===== config.mk =====
export PLATFORM = sky130hd
export DESIGN_NAME = db_arbiter
export DESIGN_NICKNAME = d
export VERILOG_FILES = /design/src/rtl/db_arbiter.sv
export SDC_FILE = /design/constraint.sdc
export NUM_CORES = 1
export LEC_CHECK = 0
export ABC_AREA = 1
export CAP_MARGIN = 20
export CORE_AREA = 2 2 118 120
export CTS_BUF_LIST = sky130_fd_sc_hd__clkbuf_2
export DETAILED_ROUTE_END_ITERATION = 12
export DIE_AREA = 0 0 120 122
export GPL_ROUTABILITY_DRIVEN = 1
export SETUP_SLACK_MARGIN = 0.05
export SLEW_MARGIN = 25
export SYNTH_ARGS = -nofsm -noshare
export SYNTH_HDL_FRONTEND = slang
export SYNTH_SLANG_ARGS = --single-unit

===== constraint.sdc =====
create_clock -name clk -period 2.24 [get_ports clk]
set_input_delay 0.336 -clock clk [delete_from_list [all_inputs] [get_ports clk]]
set_output_delay 0.336 -clock clk [all_outputs]
set_load 0.005 [all_outputs]

===== src/rtl/db_arbiter.sv =====
// Two-master round-robin arbiter in front of the single 32-bit data-bus slave.
// Optional busy watchdog is enabled with `define DB_ARB_TIMEOUT_EN.
module db_arbiter #(
  parameter int DW             = 32,
  parameter int AW             = 32,
  parameter int TIMEOUT_CYCLES = 1024
) (
  input  logic          clk,
  input  logic          res,
  input  logic [AW-1:0] m0_addr,
  input  logic [DW-1:0] m0_dataOut,
  input  logic          m0_re,
  input  logic          m0_we,
  input  logic          m0_io,
  output logic [DW-1:0] m0_dataIn,
  output logic          m0_ready,
  input  logic [AW-1:0] m1_addr,
  input  logic [DW-1:0] m1_dataOut,
  input  logic          m1_re,
  input  logic          m1_we,
  input  logic          m1_io,
  output logic [DW-1:0] m1_dataIn,
  output logic          m1_ready,
  output logic [AW-1:0] s_addr,
  output logic [DW-1:0] s_dataOut,
  output logic          s_re,
  output logic          s_we,
  output logic          s_io,
  input  logic [DW-1:0] s_dataIn,
  input  logic          s_ready,
  output logic [1:0]    grant,
  output logic          timeout_err
);

  typedef enum logic [0:0] {IDLE = 1'b0, BUSY = 1'b1} state_t;

  localparam logic [DW-1:0] TMO_DATA = DW'(32'hDEADBEEF);

  state_t     state_r, state_nxt_s;
  logic [1:0] grant_r, grant_nxt_s;
  logic       last_r, last_nxt_s;
  logic       req0_s, req1_s, own_req_s, done_s, abort_s, tmo_s;

  assign req0_s    = m0_re | m0_we;
  assign req1_s    = m1_re | m1_we;
  assign own_req_s = (grant_r[0] & req0_s) | (grant_r[1] & req1_s);
  assign done_s    = (state_r == BUSY) & s_ready;
  assign abort_s   = (state_r == BUSY) & ~s_ready & ~own_req_s;
  assign grant     = grant_r;

`ifdef DB_ARB_TIMEOUT_EN
  localparam int TW = $clog2(TIMEOUT_CYCLES + 1);
  localparam logic [TW-1:0] TMO_LAST = TW'(TIMEOUT_CYCLES - 1);

  logic [TW-1:0] timer_r;

  // Busy-cycle counter: held at zero in IDLE so each grant starts counting from 0.
  always_ff @(posedge clk) begin
    if (res) begin
      timer_r <= {TW{1'b0}};
    end else if (state_r == IDLE) begin
      timer_r <= {TW{1'b0}};
    end else begin
      timer_r <= timer_r + {{(TW-1){1'b0}}, 1'b1};
    end
  end

  // A slave answer in the final cycle wins over the watchdog.
  assign tmo_s = (state_r == BUSY) & ~s_ready & own_req_s & (timer_r == TMO_LAST);
`else
  assign tmo_s = 1'b0;
`endif

  // State, owner and round-robin pointer registers.
  always_ff @(posedge clk) begin
    if (res) begin
      state_r <= IDLE;
      grant_r <= 2'b00;
      last_r  <= 1'b1;
    end else begin
      state_r <= state_nxt_s;
      grant_r <= grant_nxt_s;
      last_r  <= last_nxt_s;
    end
  end

  // Arbitration in IDLE; release on completion, abort or watchdog in BUSY.
  always_comb begin
    state_nxt_s = state_r;
    grant_nxt_s = grant_r;
    last_nxt_s  = last_r;
    case (state_r)
      IDLE: begin
        if (req0_s && req1_s) begin
          state_nxt_s = BUSY;
          if (last_r) begin
            grant_nxt_s = 2'b01;
            last_nxt_s  = 1'b0;
          end else begin
            grant_nxt_s = 2'b10;
            last_nxt_s  = 1'b1;
          end
        end else if (req0_s) begin
          state_nxt_s = BUSY;
          grant_nxt_s = 2'b01;
          last_nxt_s  = 1'b0;
        end else if (req1_s) begin
          state_nxt_s = BUSY;
          grant_nxt_s = 2'b10;
          last_nxt_s  = 1'b1;
        end else begin
          state_nxt_s = IDLE;
          grant_nxt_s = 2'b00;
        end
      end
      BUSY: begin
        if (done_s || abort_s || tmo_s) begin
          state_nxt_s = IDLE;
          grant_nxt_s = 2'b00;
        end else begin
          state_nxt_s = BUSY;
        end
      end
      default: begin
        state_nxt_s = IDLE;
        grant_nxt_s = 2'b00;
      end
    endcase
  end

  // Slave mirrors the owner while BUSY; only the owner sees ready and read data.
  always_comb begin
    s_addr      = {AW{1'b0}};
    s_dataOut   = {DW{1'b0}};
    s_re        = 1'b0;
    s_we        = 1'b0;
    s_io        = 1'b0;
    m0_dataIn   = {DW{1'b0}};
    m0_ready    = 1'b0;
    m1_dataIn   = {DW{1'b0}};
    m1_ready    = 1'b0;
    timeout_err = 1'b0;
    if (state_r == BUSY) begin
      timeout_err = tmo_s;
      case (grant_r)
        2'b01: begin
          s_addr    = m0_addr;
          s_dataOut = m0_dataOut;
          s_re      = m0_re;
          s_we      = m0_we;
          s_io      = m0_io;
          m0_ready  = done_s | tmo_s;
          m0_dataIn = tmo_s ? TMO_DATA : s_dataIn;
        end
        2'b10: begin
          s_addr    = m1_addr;
          s_dataOut = m1_dataOut;
          s_re      = m1_re;
          s_we      = m1_we;
          s_io      = m1_io;
          m1_ready  = done_s | tmo_s;
          m1_dataIn = tmo_s ? TMO_DATA : s_dataIn;
        end
        default: begin
          s_re = 1'b0;
        end
      endcase
    end else begin
      timeout_err = 1'b0;
    end
  end

endmodule


==> results of run 1 <==
-- worst max-delay path: stages, from the launching register on --
cell and delay (ps):
dfxtp_1 330, buf_4 150, inv_1 90, ha_4 170, nand2_4 80, buf_6 160, nor2_1 90, clkdlybuf4s50_1 520
-- power by group through the flow --
stage	Clock [uW]	Sequential (uW)	Combinational [uW]
3_5_place_dp	0	85.2	694
2_1_floorplan	0	85.7	226
3_3_place_gp	0	85.0	688
4_1_cts	68.9	84.4	732
5_1_grt	72.4	86.8	811
6_report	66.8	85.9	744
-- metrics by stage --
stage	cells	util, %
2_1_floorplan	364	-
3_3_place_gp	826	36.63
3_5_place_dp	826	36.63
4_1_cts	834	36.94
5_1_grt	841	37.94
6_report	841	37.94
-- timing repair --
| action | in CTS | in global routing |
|---|---|---|
| buffers inserted | 2 | 5 |
| pin swaps | 1 | 2 |
| gates resized for setup | 112 | 65 |
| endpoints found under the hold margin | 0 | 0 |
| gates cloned | 3 | 2 |
| endpoints found under the setup margin | 100 | 97 |
-- final timing paths --
path	startpoint	endpoint	cells after the start	slack (ps)
hold / removal	last_r$_SDFFE_PP1P_	last_r$_SDFFE_PP1P_	2	490
setup / recovery	grant[1]$_SDFFE_PP0P_	m0_dataIn[28]	7	110
setup reg to reg	state_r$_SDFF_PP0_	grant[1]$_SDFFE_PP0P_	4	1180
hold reg to reg	last_r$_SDFFE_PP1P_	last_r$_SDFFE_PP1P_	2	490
-- cell usage in the layout (no fill, tap or decap), types with 13 or more instances in the layout --
cell type        Yosys  routed
nor2_1              72      72
clkdlybuf4s50_1      0     210
nand2_1            140     139
dlymetal6s2s_1       0      26
inv_1               35      35
clkbuf_2             0      15
a21oi_2             30      31
a21oi_1             40      38
dlygate4sd2_1        0      32
clkdlybuf4s15_1      0      13
-- synth_stat cells --
cell type	number	area, um2
ha_1	2	25.02
nand3_1	2	10.01
nand2_1	140	525.5
buf_1	2	7.510
inv_2	1	3.750
conb_1	1	3.750
buf_6	4	45.04
a21oi_2	30	262.8
or2_1	1	6.260
nor2_1	72	270.3
buf_4	3	22.52
inv_1	35	131.4
clkbuf_1	19	71.32
buf_2	3	15.01
o21ai_0	4	20.02
dfxtp_1	4	80.08
a21oi_1	40	200.2
nand3b_1	1	7.510
-- metal layers --
layer / routed length, um / track usage, % / vias to the layer above
li1: - / - / 1701
met1: 4151 / 14.66 / 1490
met2: 5917 / 26.70 / 179
met3: 1111 / 4.307 / 14
met4: 159 / 2.721 / 0
met5: 0 / 0 / -
-- registers in the layout, indices dropped and copies added (netlist names) --
name	count
state_r	1
last_r	1
grant	2
-- cell families (layout without fill, tap and decap cells) --
| kind of cell | Yosys count | count (layout) | synth area share (%) |
|---|---|---|---|
| adder cells (fa/ha/maj) | 2 | 2 | 1.465 |
| buffers and inverters | 67 | 364 | 17.36 |
| flip-flops | 4 | 4 | 4.689 |
| AND/OR/NAND/NOR | 216 | 216 | 47.99 |
| other | 1 | 1 | 0.2196 |
| AO/OA/AOI/OAI | 74 | 74 | 28.28 |
-- layout make-up --
class,instances,area [um2]
fillers,1435,8381
repair buffers,325,3286
multi-input cells,293,1381
well taps,180,225.2
inverters,36,135.1
flip-flops and latches,4,81.33
clock buffers,3,15.01
==> out/qor.csv, run 1 <==
stage,metric,value,unit
clock_tree,cts_tree,built,
drt,drc_errors,0,
timing,fmax,0.4687,GHz
placement,dp_hpwl,8.725,mm
synth,syn_inst,364,
clock_tree,cts_hold_buf,0,
critical_path,endpoint_kind,output pin,
pwr,swShare,36.48,%
synth,ys_warn_count,0,
synth,synth.ff_latch_count,4,
critical_path,startpoint_type,register,
global_routing,grt_max_degree,48,
global_routing,track_usage,13.81,%
floorplan,die_area,0.01464,mm2
floorplan,die_x,120,um
clock_tree,clk_path_buf_depth,2,
pwr,seq_power_share,9.6,%
finish,design_area,0.005124,mm2
timing,slew_violations,0,
timing,fin_ws,106.5,ps
synth,yosysSeqAreaShare,4.689,%
min_path,hold_class,register to register,
pwr,p_leak,0.002560,uW
pwr,power.total,897.0,uW
synth,synth.avg_cell_area,4.692,um2
global_routing,grt_pass1_vias,3339,
critical_path,worstPathMaxFanout,8,
timing,hold_violations,0,
timing,setup_viol,0,
timing,rsz0062_at_grt,true,
synth,synth_cell_types,18,
pwr,ir_drop,0.00006705,V
pwr,p_sw,327.3,uW
global_routing,grt_pass1_wl,16.62,mm
finish,num_antenna_cells,0,
placement,pre_cts_slack,-4.545,ps
pwr,clkPwrFrac,7.4,%
timing,fin_setup_tns,0,ps
floorplan,num_rows,43,
clock_tree,cts_root_buf,clkbuf_2,
floorplan,pin_count,305,
timing,post-route-period-util,95.25,%
clock_tree,clock_sinks,4,
clock_tree,cts.htree.levels,1,
drt,routed_wl,11.34,mm
floorplan,die_y,122,um
clock_tree,clk_latency,200,ps
finish,drive_gt1_share,12.86,%
timing,timing.hold.ws,487.2,ps
timing,fin_crit,2134,ps
synth,synth_nets,535,
synth,mappedNetlistArea,0.001708,mm2
clock_tree,cts_buffers,3,
drt,via_per_inst,4.024,
drt,ant_nets,0,
drt,vias,3384,
drt,wl_per_cell,13.48,um
floorplan,initial_core_util,12.65,%
run,cap_violations,0,
pwr,power.internal,569.7,uW
clock_tree,clkTransAtPathRegs,50,ps
critical_path,timing.critical_path.required,1900,ps
global_routing,grt_overflow,0,
drt,drt_iter0_drc,76,
placement,placed_area,0.004947,mm2
finish,syn_to_final_growth,200.0,%
critical_path,arrival,1800,ps
floorplan,core,0.01350,mm2
placement,io_buffers,303,
global_routing,antenna_found_initial,0,
drt,firstDrtPassIters,4,
placement,gp_congestion,0.7933,
finish,fin_nets,834,
pwr,pwr-share-comb,83.0,%
timing,finClkSkew,1.044,ps
pwr,cellPowerDensity,175.1,mW/mm2
status,status,"finished, final reports clean",
critical_path,critical_path_class,register to output pin,
(Power assumes the default switching activity.)
==> inputs of run 2 (changes only) <==
--- a/config.mk
+++ b/config.mk
@@ -6,7 +6,6 @@
 export NUM_CORES = 1
 export LEC_CHECK = 0
 export ABC_AREA = 1
-export CAP_MARGIN = 20
 export CORE_AREA = 2 2 118 120
 export CTS_BUF_LIST = sky130_fd_sc_hd__clkbuf_2
 export DETAILED_ROUTE_END_ITERATION = 12
==> results of run 2 <==
No change in the layout: final DEF, timing and power equal those of run 1.
